==> src/rtl/snake_game_ctrl.sv <==
// Snake game step controller.
// Paces the game with a step counter, hands one shift request per step to the
// snake datapath, waits for the traversal to finish, then judges wall/self
// collisions and food pickup. A watchdog ends the game if the traversal never
// completes.
//
// Ports
//   clk, reset           : sole clock, asynchronous active-high reset
//   start                : level, starts a game from IDLE or OVER
//   dir, dir_valid       : direction request (0 right, 1 up, 2 left, 3 down)
//   end_shift            : traversal-complete pulse from the snake
//   self_col             : self-collision flag from the snake
//   last_head            : {x, y, active} of the current head
//   food_x, food_y       : food cell
//   move                 : direction applied on the current step
//   shift                : one-cycle step request
//   length               : snake length
//   snake_rst            : one-cycle snake reinitialisation pulse
//   food_req             : one-cycle request for a new food cell
//   score                : foods eaten, saturating
//   game_over            : level, game ended
//   timeout_err          : level, traversal watchdog expired
module snake_game_ctrl #(
   parameter int unsigned H           = 32,
   parameter int unsigned V           = 32,
   parameter int unsigned STEP_PERIOD = 25000000,
   parameter int unsigned INIT_LEN    = 8,
   localparam int unsigned XB         = $clog2(H),
   localparam int unsigned YB         = $clog2(V),
   localparam int unsigned AB         = $clog2(H * V)
) (
   input  logic              clk,
   input  logic              reset,
   input  logic              start,
   input  logic [1:0]        dir,
   input  logic              dir_valid,
   input  logic              end_shift,
   input  logic              self_col,
   input  logic [XB+YB:0]    last_head,
   input  logic [XB-1:0]     food_x,
   input  logic [YB-1:0]     food_y,
   output logic [1:0]        move,
   output logic              shift,
   output logic [AB-1:0]     length,
   output logic              snake_rst,
   output logic              food_req,
   output logic [15:0]       score,
   output logic              game_over,
   output logic              timeout_err
);

   localparam int unsigned SB       = $clog2(STEP_PERIOD);
   localparam int unsigned WD_LIMIT = H * V + 16;
   localparam int unsigned WB       = $clog2(WD_LIMIT);
   localparam int unsigned MAX_LEN  = H * V - 1;

   typedef enum logic [2:0] {
      IDLE     = 3'd0,
      RUN_WAIT = 3'd1,
      SHIFT    = 3'd2,
      WAIT_END = 3'd3,
      CHECK    = 3'd4,
      OVER     = 3'd5
   } state_t;

   state_t          state_q,       state_d;
   logic [SB-1:0]   step_cnt_q,    step_cnt_d;
   logic [WB-1:0]   wd_cnt_q,      wd_cnt_d;
   logic [1:0]      move_q,        move_d;
   logic [1:0]      pending_q,     pending_d;
   logic            wall_hit_q,    wall_hit_d;
   logic            shift_q,       shift_d;
   logic [AB-1:0]   length_q,      length_d;
   logic            snake_rst_q,   snake_rst_d;
   logic            food_req_q,    food_req_d;
   logic [15:0]     score_q,       score_d;
   logic            game_over_q,   game_over_d;
   logic            timeout_err_q, timeout_err_d;

   // Head coordinates; the active bit carries no information for this block.
   logic [XB-1:0]   head_x;
   logic [YB-1:0]   head_y;
   logic            unused_head_active;

   assign head_x             = last_head[XB+YB:YB+1];
   assign head_y             = last_head[YB:1];
   assign unused_head_active = last_head[0];

   // Wall test for the direction about to be loaded, taken at the load cycle.
   logic wall_chk;
   always_comb begin
      wall_chk = 1'b0;
      unique case (pending_q)
         2'd0: wall_chk = (head_x == XB'(H - 1));
         2'd1: wall_chk = (head_y == YB'(V - 1));
         2'd2: wall_chk = (head_x == '0);
         2'd3: wall_chk = (head_y == '0);
         default: wall_chk = 1'b0;
      endcase
   end

   logic food_hit;
   assign food_hit = (head_x == food_x) && (head_y == food_y);

   // Next-state and output logic.
   always_comb begin
      state_d       = state_q;
      step_cnt_d    = step_cnt_q;
      wd_cnt_d      = wd_cnt_q;
      move_d        = move_q;
      pending_d     = pending_q;
      wall_hit_d    = wall_hit_q;
      length_d      = length_q;
      score_d       = score_q;
      game_over_d   = game_over_q;
      timeout_err_d = timeout_err_q;
      shift_d       = 1'b0;
      snake_rst_d   = 1'b0;
      food_req_d    = 1'b0;

      // Requests are judged against the direction currently applied, so a
      // request landing on the load cycle is checked against the old move
      // and only takes effect on the following step.
      if (dir_valid && ((dir ^ move_q) != 2'd2)) begin
         pending_d = dir;
      end

      unique case (state_q)
         IDLE, OVER: begin
            if (start) begin
               state_d       = RUN_WAIT;
               snake_rst_d   = 1'b1;
               length_d      = AB'(INIT_LEN);
               score_d       = '0;
               move_d        = 2'd0;
               pending_d     = 2'd0;
               step_cnt_d    = '0;
               wd_cnt_d      = '0;
               wall_hit_d    = 1'b0;
               game_over_d   = 1'b0;
               timeout_err_d = 1'b0;
            end
         end

         RUN_WAIT: begin
            if (step_cnt_q == SB'(STEP_PERIOD - 1)) begin
               step_cnt_d = '0;
               move_d     = pending_q;
               wall_hit_d = wall_chk;
               shift_d    = 1'b1;
               state_d    = SHIFT;
            end else begin
               step_cnt_d = step_cnt_q + SB'(1);
            end
         end

         SHIFT: begin
            wd_cnt_d = '0;
            state_d  = WAIT_END;
         end

         WAIT_END: begin
            if (end_shift) begin
               state_d = CHECK;
            end else if (wd_cnt_q == WB'(WD_LIMIT - 1)) begin
               timeout_err_d = 1'b1;
               game_over_d   = 1'b1;
               state_d       = OVER;
            end else begin
               wd_cnt_d = wd_cnt_q + WB'(1);
            end
         end

         CHECK: begin
            if (self_col || wall_hit_q) begin
               game_over_d = 1'b1;
               state_d     = OVER;
            end else begin
               if (food_hit) begin
                  if (length_q != AB'(MAX_LEN)) begin
                     length_d = length_q + AB'(1);
                  end
                  if (score_q != 16'hFFFF) begin
                     score_d = score_q + 16'd1;
                  end
                  food_req_d = 1'b1;
               end
               step_cnt_d = '0;
               state_d    = RUN_WAIT;
            end
         end

         default: state_d = IDLE;
      endcase
   end

   // State and output registers.
   always_ff @(posedge clk or posedge reset) begin
      if (reset) begin
         state_q       <= IDLE;
         step_cnt_q    <= '0;
         wd_cnt_q      <= '0;
         move_q        <= 2'd0;
         pending_q     <= 2'd0;
         wall_hit_q    <= 1'b0;
         shift_q       <= 1'b0;
         length_q      <= AB'(INIT_LEN);
         snake_rst_q   <= 1'b0;
         food_req_q    <= 1'b0;
         score_q       <= '0;
         game_over_q   <= 1'b0;
         timeout_err_q <= 1'b0;
      end else begin
         state_q       <= state_d;
         step_cnt_q    <= step_cnt_d;
         wd_cnt_q      <= wd_cnt_d;
         move_q        <= move_d;
         pending_q     <= pending_d;
         wall_hit_q    <= wall_hit_d;
         shift_q       <= shift_d;
         length_q      <= length_d;
         snake_rst_q   <= snake_rst_d;
         food_req_q    <= food_req_d;
         score_q       <= score_d;
         game_over_q   <= game_over_d;
         timeout_err_q <= timeout_err_d;
      end
   end

   assign move        = move_q;
   assign shift       = shift_q;
   assign length      = length_q;
   assign snake_rst   = snake_rst_q;
   assign food_req    = food_req_q;
   assign score       = score_q;
   assign game_over   = game_over_q;
   assign timeout_err = timeout_err_q;

endmodule
==> config.mk <==
export PLATFORM = sky130hd
export DESIGN_NAME = snake_game_ctrl
export DESIGN_NICKNAME = d
export VERILOG_FILES = /design/src/rtl/snake_game_ctrl.sv
export SDC_FILE = /design/constraint.sdc
export NUM_CORES = 1
export LEC_CHECK = 0
export BUFFER_PORTS_ARGS = -buffer_cell sky130_fd_sc_hd__buf_2
export CORE_MARGIN = 4
export CORE_UTILIZATION = 50
export DETAILED_ROUTE_END_ITERATION = 10
export PLACE_DENSITY = 0.72
export SLEW_MARGIN = 30
export SYNTH_ARGS = -nofsm -noshare
export SYNTH_HDL_FRONTEND = slang
export SYNTH_SLANG_ARGS = --single-unit
==> constraint.sdc <==
create_clock -name clk -period 2.8 [get_ports clk]
set_input_delay 0.14 -clock clk [delete_from_list [all_inputs] [get_ports clk]]
set_output_delay 0.14 -clock clk [all_outputs]
set_load 0.05 [all_outputs]
==> results of run 1 <==
## Yosys cell counts, types with 5 or more instances
| cell type | instances | area (um2) |
|---|---|---|
| xnor2_1 | 20 | 175 |
| buf_2 | 6 | 30.0 |
| or3_1 | 7 | 43.8 |
| inv_1 | 10 | 37.5 |
| and3_1 | 14 | 87.6 |
| dfrtp_1 | 74 | 1850 |
| nand4_1 | 13 | 81.3 |
| a21oi_1 | 11 | 55.1 |
| o211ai_1 | 13 | 97.6 |
| nor2_1 | 50 | 188 |
| nor3_1 | 12 | 60.1 |
| nand3_1 | 37 | 185 |
| mux2i_1 | 5 | 50.1 |
| and4_1 | 6 | 52.6 |
| o31ai_1 | 13 | 97.6 |
| xor2_1 | 18 | 158 |
| o21ai_0 | 29 | 145 |
| clkbuf_1 | 8 | 30.0 |
| or2_2 | 5 | 31.3 |
| nand2_1 | 30 | 113 |
## power groups by stage
stage               logic, mW  clock network (mW)  registers [mW]
detailed placement      0.552                   0            1.24
CTS                     0.556               0.850            1.22
floorplan               0.364                   0            1.26
global route            0.609               0.894            1.23
global placement        0.540                   0            1.24
finish                  0.546               0.828            1.22
## registers in the layout (all words and copies together) (netlist names)
name and flops:
move 2, length 10, wd_cnt_q 11, timeout_err 1, food_req 1, shift 1, pending_q 2, state_q 3
game_over 1, score 16, wall_hit_q 1, step_cnt_q 25, snake_rst 1
## layer usage
metal / vias up / share of wire [%] / track usage [%]
li1: 1724 / - / -
met1: 1715 / 43 / 25.7
met2: 65 / 51 / 33.8
met3: 13 / 4.5 / 6.07
met4: 0 / 1.5 / 6.82
met5: - / 0 / 0
## worst max-delay path: stages, from the launching register on
cell and delay, ns:
dfrtp_1 0.53, nor2b_1 0.28, and2_1 0.38, nand3_1 0.55, o41ai_1 0.51
## final timing paths
path | start | to | depth (start not counted)
setup / recovery | state_q[2] | score[15] | 4
hold / removal | dir[1] | pending_q[1] | 3
setup reg to reg | state_q[2] | score[15] | 4
min in group asynchronous | reset | score[13] | 3
max in group asynchronous | reset | step_cnt_q[1] | 4
hold reg to reg | score[10] | score[10] | 1
## per-stage QoR
step | total power, mW | cells | setup WS, ns | util, %
final | 2.60 | 609 | 0.425 | 60.1
after global routing | 2.74 | 609 | 0.202 | 60.1
after CTS | 2.63 | 609 | 0.426 | 60.1
after detailed placement | 1.79 | 592 | 0.427 | 57.5
after floorplan | 1.63 | 437 | 0.549 | -
after global placement | 1.78 | 592 | 0.509 | 57.5
## final cells by class
type / count / area, um2 / area share (%)
multi-input cells: 338 / 2080 / 44.4
flip-flops and latches: 75 / 1880 / 40.0
inverters: 10 / 37.5 / 0.799
clock buffers: 9 / 124 / 2.64
clock inverters: 7 / 68.8 / 1.47
well taps: 102 / 128 / 2.72
repair buffers: 68 / 375 / 7.99
## logic make-up after synthesis
logic type	share of synthesized area, %
compound gates	13.8
xor+xnor	8.20
fa+ha+maj	1.23
buf+inv	2.40
flops	46.3
mux	1.88
simple gates	26.2
==> metrics.csv, run 1 <==
stage,metric,value,unit
timing,Slew Limit Headroom,46.8,%
cells_and_area,post-route cell area,0.00470,mm2
global_routing,initial antenna violation count,0,
die,Core Area,0.00781,mm2
yosys,Post-synth EDFFs,0,
detailed_routing,DRC errors left,0,
place,GP Congestion,0.852,
cells_and_area,share of layout cells above drive strength 1,19.7,%
critical_path,Critical Path AT,2.60,ns
cells_and_area,most frequent cells in the layout,"74 x dfrtp_1, 60 x buf_2, 50 x nor2_1, 37 x nand3_1, 30 x nand2_1",
die,row count,32,
timing,slew at the pin with the worst max-slew slack,0.797,ns
detailed_routing,WL/cell,15.1,um
clock_tree,Num Clock Sinks,75,
global_routing,total track usage,20.4,%
yosys,Netlist Area Pre-Place,0.00406,mm2
global_routing,vias in the first global route,3521,
place,hpwl dp,6.70,mm
die,height of the die,98.1,um
die,initial core utilization,52.0,%
timing,Final Skew,0.0110,ns
detailed_routing,Via Count,3517,
power_and_ir_drop,leak pwr,2.13,nW
critical_path,crit-path max FO,16,
critical_path,CP startpoint kind,flip-flop,
yosys,syn_area_per_cell,9.29,um2
yosys,Yosys reg bits,75,
clock_tree,cts bufs inserted,9,
yosys,post-synthesis cell type count,51,
clock_tree,Post-CTS Setup Inserts,0,
critical_path,CP required,3.03,ns
timing,RSZ-0062 raised after global routing,no,
cells_and_area,Synth-to-Final Area Change,15.7,%
critical_path,Worst Setup End Kind,flip-flop,
global_routing,GRT Residual Overflow,0,
detailed_routing,Initial DRC Count,116,
timing,final worst-path cycle share,84.8,%
detailed_routing,Vias/cell,5.78,
power_and_ir_drop,Comb power frac,21.0,%
timing,"Hold Violations, Final",0,
timing,count of pins over their slew limit,0,
clock_tree,Resize count post-CTS,0,
detailed_routing,Detail Route Antenna Nets,0,
yosys,Syn Inst Count,437,
critical_path,register-to-register setup slack,0.42,ns
place,Port-buffer cells,60,
yosys,Synthesized Nets,470,
cells_and_area,fin nets,535,
cells_and_area,layout filler cell count,694,
die,IO Pins,62,
power_and_ir_drop,switching share of power,32.8,%
power_and_ir_drop,peak supply drop,262,uV
die,die area,0.00963,mm2
power_and_ir_drop,internal cell power,1.74,mW
timing,Max Clock Freq,0.421,GHz
clock_tree,Max Buffers Root-to-Sink,2,
global_routing,first-pass GRT wire length,16.2,mm
place,placed inst area,0.00449,mm2
outcome,outcome,"finished, final reports clean",
clock_tree,CTS H-tree lvls,3,
timing,setup TNS,0,ns
yosys,"Seq/Total Area, Yosys",46.3,%
cells_and_area,"commonest non-fill, non-tap cell in the layout",dfrtp_1,
min_path,type of the worst min-delay path,in2reg,
clock_tree,Root Buffer,clkbuf_8,
clock_tree,CTS tree,done,
yosys,Synth Flop Type,dfrtp_1,
clock_tree,Clock Latency Late Sink,0.35,ns
critical_path,critical setup path kind,reg2reg,
timing,WHS,0.0881,ns
power_and_ir_drop,Switch Pwr,0.851,mW
global_routing,largest net degree at the start of global routing,40,
power_and_ir_drop,PwrDens,553,mW/mm2
timing,min Tclk post-route,2.38,ns
job,max cap viols,0,
power_and_ir_drop,clock network power share,31.9,%
clock_tree,# hold bufs at CTS,1,
detailed_routing,Routed WL,9.19,mm
detailed_routing,TritonRoute pass-1 iters,4,
power_and_ir_drop,sequential share of power,47.1,%
cells_and_area,diode count,0,
clock_tree,Worst-path clk slew,0.08,ns
yosys,Synth Warn #,0,
timing,Setup Viol. Count Final,0,
yosys,asr flop ratio synth,100,%
die,Die Span X,98.1,um
Note: power is estimated with default switching activity, not from simulation.
==> run 2, diff against run 1 <==
- PLACE_DENSITY: 0.72 -> 0.74
- clock period: 2.8 -> 2.1 ns (I/O delays scaled with it)
==> run 2 against run 1 <==
Compared with the run above: setup slack worse by 0.35 ns; hold slack worse by 0.061 ns; fmax rose by 17%; wire length fell by 1.1%; die area unchanged; count of clock-buffer cells in the layout up 2; critical path type unchanged; largest cell class unchanged; largest power group unchanged.
==> metrics.csv, run 2 (synthesis results as in run 1) <==
stage,metric,value,unit,change
outcome,outcome,"finished, final reports clean",,
detailed_routing,Detail Route Antenna Nets,0,,unchanged
critical_path,CP max-delay cell,or4_4,,
cells_and_area,post-route cell area,0.00488,mm2,+4.0%
critical_path,CP top delay family,simple AND/OR/NAND/NOR gates,,
detailed_routing,Via Count,3547,,+0.85%
place,placed inst area,0.00464,mm2,+3.2%
detailed_routing,Routed WL,9.10,mm,-1.1%
critical_path,crit-path max FO,4,,-12
timing,min Tclk post-route,2.03,ns,-0.349 ns
cells_and_area,Largest register FFs,25,,unchanged
global_routing,M1 GR Usage,25.6,%,-0.16 points
cells_and_area,"commonest non-fill, non-tap cell in the layout",dfrtp_1,,
power_and_ir_drop,peak supply drop,619,uV,+140%
global_routing,first-pass GRT wire length,15.6,mm,-3.5%
global_routing,Global Route met3 Usage,4.00,%,-2.1 points
timing,"Hold Violations, Final",0,,unchanged
critical_path,CP max stage delay,0.59,ns,+0.04 ns
timing,Final Skew,0.00519,ns,-0.00577 ns
place,hpwl dp,6.41,mm,-4.4%
die,Die Span X,98.1,um,unchanged
place,Port-buffer cells,60,,unchanged
power_and_ir_drop,leak pwr,2.22,nW,+4.2%
clock_tree,Num Clock Sinks,75,,unchanged
power_and_ir_drop,PwrDens,745,mW/mm2,+35%
clock_tree,cts bufs inserted,9,,unchanged
detailed_routing,WL/cell,14.6,um,-3.6%
die,IO Pins,62,,unchanged
timing,RSZ-0062 raised after global routing,no,,
timing,Max Clock Freq,0.493,GHz,+17%
clock_tree,Clock Latency Late Sink,0.34,ns,about the same
clock_tree,CTS tree,done,,
min_path,type of the worst min-delay path,in2reg,,
job,max cap viols,0,,unchanged
critical_path,register-to-register setup slack,0.07,ns,-0.35 ns
cells_and_area,diode count,0,,unchanged
timing,count of pins over their slew limit,0,,unchanged
critical_path,worst-path cell chain,"and4_4, nand2_2, or4_4, nor3_4, nor2_2, mux2_4",,
global_routing,grt peak-use layer,met2,,
place,GP Congestion,0.805,,-5.5%
cells_and_area,Top reg by flops,step_cnt_q,,
clock_tree,Root Buffer,clkbuf_8,,
clock_tree,Worst-path clk slew,0.08,ns,about the same
detailed_routing,TritonRoute pass-1 iters,4,,unchanged
global_routing,largest net degree at the start of global routing,48,,+20%
detailed_routing,DRC errors left,0,,unchanged
critical_path,CP startpoint kind,flip-flop,,
critical_path,Worst Setup End Kind,flip-flop,,
critical_path,Critical Path AT,2.26,ns,-0.34 ns
cells_and_area,Synth-to-Final Area Change,20.3,%,
critical_path,CP required,2.33,ns,-0.70 ns
die,initial core utilization,52.0,%,unchanged
die,Core Area,0.00781,mm2,unchanged
critical_path,critical setup path kind,reg2reg,,
global_routing,total track usage,19.7,%,-0.77 points
cells_and_area,fin nets,551,,+3.0%
timing,Slew Limit Headroom,54.5,%,+7.8 points
global_routing,GRT met2 Usage,33.0,%,-0.73 points
die,die area,0.00963,mm2,unchanged
critical_path,WP buf/inv,0,,unchanged
timing,WHS,0.0269,ns,-0.0612 ns
die,row count,32,,unchanged
timing,setup TNS,0,ns,unchanged
timing,final worst-path cycle share,96.5,%,+12 points
global_routing,initial antenna violation count,0,,unchanged
clock_tree,Max Buffers Root-to-Sink,2,,unchanged
detailed_routing,Vias/cell,5.68,,-1.7%
detailed_routing,Initial DRC Count,123,,+6.0%
global_routing,vias in the first global route,3422,,-2.8%
clock_tree,CTS H-tree lvls,3,,unchanged
cells_and_area,most frequent cells in the layout,"68 x dfrtp_1, 60 x buf_2, 50 x nor2_1, 36 x nand3_1, 30 x nand2_1",,
global_routing,GRT Residual Overflow,0,,unchanged
die,height of the die,98.1,um,unchanged
timing,slew at the pin with the worst max-slew slack,0.680,ns,-0.117 ns
cells_and_area,share of layout cells above drive strength 1,23.7,%,+4.0 points
timing,Setup Viol. Count Final,0,,unchanged
## run 2: cell types whose count changed in the layout (fill, tap and decap cells not counted), sizes merged
cell / change
buf: +16
bufinv: +1
clkbuf: +2
clkinv: -2
inv: -1
## run 2: what timing repair did
item,4_1_cts,5_1_grt
hold buffers,1,0
setup endpoints to repair,1,30
buffers inserted,0,0
endpoints found under the hold margin,27,0
resized for setup,1,4
## run 2: metal layers
metal	share of wire, %	vias up
li1	-	1756
met1	45	1693
met2	49	90
met3	4.7	8
met4	0.84	0
met5	0	-
## run 2: layout make-up
class                      instances  area [um2]
tap                              102         128
inverter                          10        41.3
clock buffer                      11         131
clock inverter                     5        77.6
timing repair buffer              84         508
sequential                        75        1890
fill                             682        2920
multi-input combinational        338        2110
## run 2: power breakdown
| group | internal (mW) | switching [mW] | total (mW) | leakage (nW) |
|---|---|---|---|---|
| Clock | 0.667 | 0.533 | 1.20 | 0.103 |
| Combinational | 0.325 | 0.496 | 0.821 | 1.09 |
| Sequential | 1.53 | 0.0945 | 1.62 | 1.02 |
## run 2: final timing paths
kind | endpoint | from | cells past startpoint
worst max-delay path | wall_hit_q | step_cnt_q[12] | 6
worst min-delay path | pending_q[0] | dir[0] | 3
worst max register to register | wall_hit_q | step_cnt_q[12] | 6
worst min register to register | score[10] | score[10] | 1
max in group asynchronous | wd_cnt_q[1] | reset | 4
min in group asynchronous | score[14] | reset | 3
## run 2: worst register-to-register path, stage by stage (launching register included)
cell     delay, ns
dfrtp_1       0.41
and4_4        0.28
nand2_2       0.07
or4_4         0.59
nor3_4        0.17
nor2_2        0.10
mux2_4        0.30
## run 2: through the flow
step           util (%)  cells  total power [mW]  worst slack, ns
2_1_floorplan         -    437              2.17         0.000450
3_3_place_gp       59.4    608              2.44           0.0926
3_5_place_dp       59.4    608              2.46           0.0256
4_1_cts            62.2    625              3.67          0.00907
5_1_grt            62.5    625              3.84          0.00680
6_report           62.5    625              3.64           0.0734
==> run 3, diff against run 2 <==
- CORE_UTILIZATION: 50 -> 52
- PLACE_DENSITY: 0.74 -> 0.77
==> run 3 against run 2 <==
Compared with the run above: design area down 0.28%; non-clock buffer count up 2; sequential share of layout area is 0.16 points higher; final cell count is 0.16% lower; first-iteration DRC count increased by 54%; setup slack worse by 0.040 ns; core utilization grew 3.2 points; combinational power about the same; wire length rose by 0.22%; clock power is 10% lower; global-route usage up 2.1 points; largest power group unchanged.
==> metrics.csv, run 3 (synthesis results as in run 1) <==
stage,metric,value,unit,change
detailed_routing,Routed WL,9.12,mm,+0.22%
global_routing,GRT Residual Overflow,0,,unchanged
timing,slew at the pin with the worst max-slew slack,0.693,ns,+0.0125 ns
critical_path,FF-to-FF path depth,6,,unchanged
cells_and_area,post-route cell area,0.00487,mm2,-0.28%
detailed_routing,WL/cell,14.6,um,+0.38%
job,max cap viols,0,,unchanged
min_path,hold path depth,3,,unchanged
outcome,outcome,"finished, final reports clean",,
cells_and_area,sequential cell area,0.00189,mm2,+0.13%
die,Die Span X,96.4,um,-1.8%
min_path,type of the worst min-delay path,in2reg,,
timing,Slew Limit Headroom,53.7,%,-0.83 points
critical_path,Critical Path AT,2.31,ns,+0.05 ns
clock_tree,Num Clock Sinks,75,,unchanged
critical_path,CP required,2.34,ns,about the same
place,GP Congestion,0.838,,+4.0%
die,initial core utilization,54.8,%,+2.8 points
die,IO Pins,62,,unchanged
cells_and_area,Multi-input gate area,0.00211,mm2,-0.18%
clock_tree,Max Buffers Root-to-Sink,2,,unchanged
place,DP Worst Slack,0.0469,ns,+0.0213 ns
global_routing,largest net degree at the start of global routing,47,,-2.1%
detailed_routing,Initial DRC Count,190,,+54%
critical_path,worst flop-to-flop path startpoint,step_cnt_q[12],,
cells_and_area,Largest register FFs,25,,unchanged
clock_tree,cts bufs inserted,9,,unchanged
critical_path,critical setup path kind,reg2reg,,
timing,RSZ-0062 raised after global routing,yes,,
critical_path,worst setup path endpoint,wall_hit_q,,
global_routing,first-pass GRT wire length,15.9,mm,+1.4%
cells_and_area,Non-Filler Instances,624,,-0.16%
cells_and_area,Synth-to-Final Area Change,19.9,%,
cells_and_area,fin nets,553,,+0.36%
power_and_ir_drop,PwrDens,724,mW/mm2,-2.9%
detailed_routing,Vias/cell,5.72,,+0.73%
power_and_ir_drop,peak supply drop,500,uV,-19%
die,Core Area,0.00741,mm2,-5.1%
die,die area,0.00929,mm2,-3.5%
critical_path,register-to-register setup slack,0.03,ns,-0.04 ns
timing,"Hold Violations, Final",0,,unchanged
clock_tree,CTS tree,done,,
place,hpwl dp,6.61,mm,+3.2%
cells_and_area,share of layout cells above drive strength 1,24.6,%,+0.86 points
clock_tree,Clock Latency Late Sink,0.36,ns,+0.02 ns
clock_tree,Root Buffer,clkbuf_8,,
cells_and_area,Top reg by flops,step_cnt_q,,
detailed_routing,DRC errors left,0,,unchanged
cells_and_area,layout filler cell count,612,,-10%
place,placed inst area,0.00462,mm2,-0.40%
power_and_ir_drop,leak pwr,2.21,nW,-0.21%
timing,min Tclk post-route,2.07,ns,+0.0402 ns
global_routing,total track usage,21.8,%,+2.1 points
power_and_ir_drop,Tot Pwr,3.52,mW,-3.2%
timing,Max Clock Freq,0.484,GHz,-1.9%
detailed_routing,Detail Route Antenna Nets,0,,unchanged
clock_tree,CTS H-tree lvls,3,,unchanged
place,placed cells,603,,-0.82%
cells_and_area,"commonest non-fill, non-tap cell in the layout",dfrtp_1,,
global_routing,vias in the first global route,3672,,+7.3%
critical_path,CP startpoint kind,flip-flop,,
critical_path,crit-path max FO,4,,unchanged
critical_path,Worst Setup End Kind,flip-flop,,
timing,count of pins over their slew limit,0,,unchanged
timing,setup TNS,0,ns,unchanged
timing,Final Skew,0.0136,ns,+0.00836 ns
critical_path,Worst Setup SP,step_cnt_q[12],,
place,Port-buffer cells,60,,unchanged
timing,Setup Viol. Count Final,0,,unchanged
detailed_routing,Via Count,3567,,+0.56%
critical_path,FF-to-FF End,wall_hit_q,,
global_routing,initial antenna violation count,0,,unchanged
timing,final worst-path cycle share,98.4,%,+1.9 points
cells_and_area,diode count,0,,unchanged
die,row count,31,,-3.1%
cells_and_area,most frequent cells in the layout,"66 x dfrtp_1, 60 x buf_2, 50 x nor2_1, 35 x nand3_1, 30 x nand2_1",,
die,height of the die,96.4,um,-1.8%
detailed_routing,TritonRoute pass-1 iters,4,,unchanged
timing,PnR worst setup slack,0.0333,ns,-0.0402 ns
clock_tree,Worst-path clk slew,0.09,ns,about the same
## run 3: metal layers
layer  GRT usage [%]  share of wire (%)
met5               0                  0
met4            7.71                1.2
met3            5.94                5.3
met2            37.7                 50
met1            26.0                 44
## run 3: worst max-delay path, cell delays in order, from the launching register on
cell,delay (ns)
dfrtp_1,0.41
and4_4,0.26
nand2_2,0.07
or4_4,0.59
nor3_4,0.25
nor2_2,0.07
mux2_4,0.30
## run 3: worst min-delay path by stage
stage,start,end,slack [ns]
after CTS,dir[0],pending_q[0],0.02
after global routing,dir[1],pending_q[1],0.04
after floorplan,dir[0],pending_q[0],0.26
after detailed placement,reset,score[7],0.25
final,dir[0],pending_q[0],0.03
after global placement,reset,score[7],0.24
## run 3: layout make-up
type	instances	share of cell area [%]
sequential	75	38.8
tap	99	2.54
timing repair buffer	86	10.7
multi-input combinational	338	43.3
clock buffer	10	2.62
clock inverter	6	1.18
inverter	10	0.848
## run 3: power by group
| group | switching [mW] | internal (mW) | total [mW] |
|---|---|---|---|
| Clock | 0.539 | 0.541 | 1.08 |
| Sequential | 0.0974 | 1.53 | 1.62 |
| Combinational | 0.495 | 0.327 | 0.822 |
## run 3: stage by stage
stage	hold slack [ns]	utilization [%]
floorplan	0.258	-
global placement	0.236	62.3
detailed placement	0.248	62.3
CTS	0.0155	65.0
global route	0.0379	65.7
finish	0.0306	65.7
## run 3: timing repair
| action | CTS | global route |
|---|---|---|
| gates resized for setup | 0 | 6 |
| setup endpoints to repair | 0 | 28 |
| setup buffers | 0 | 4 |
| hold endpoints to repair | 28 | 0 |
| hold buffers | 1 | 0 |
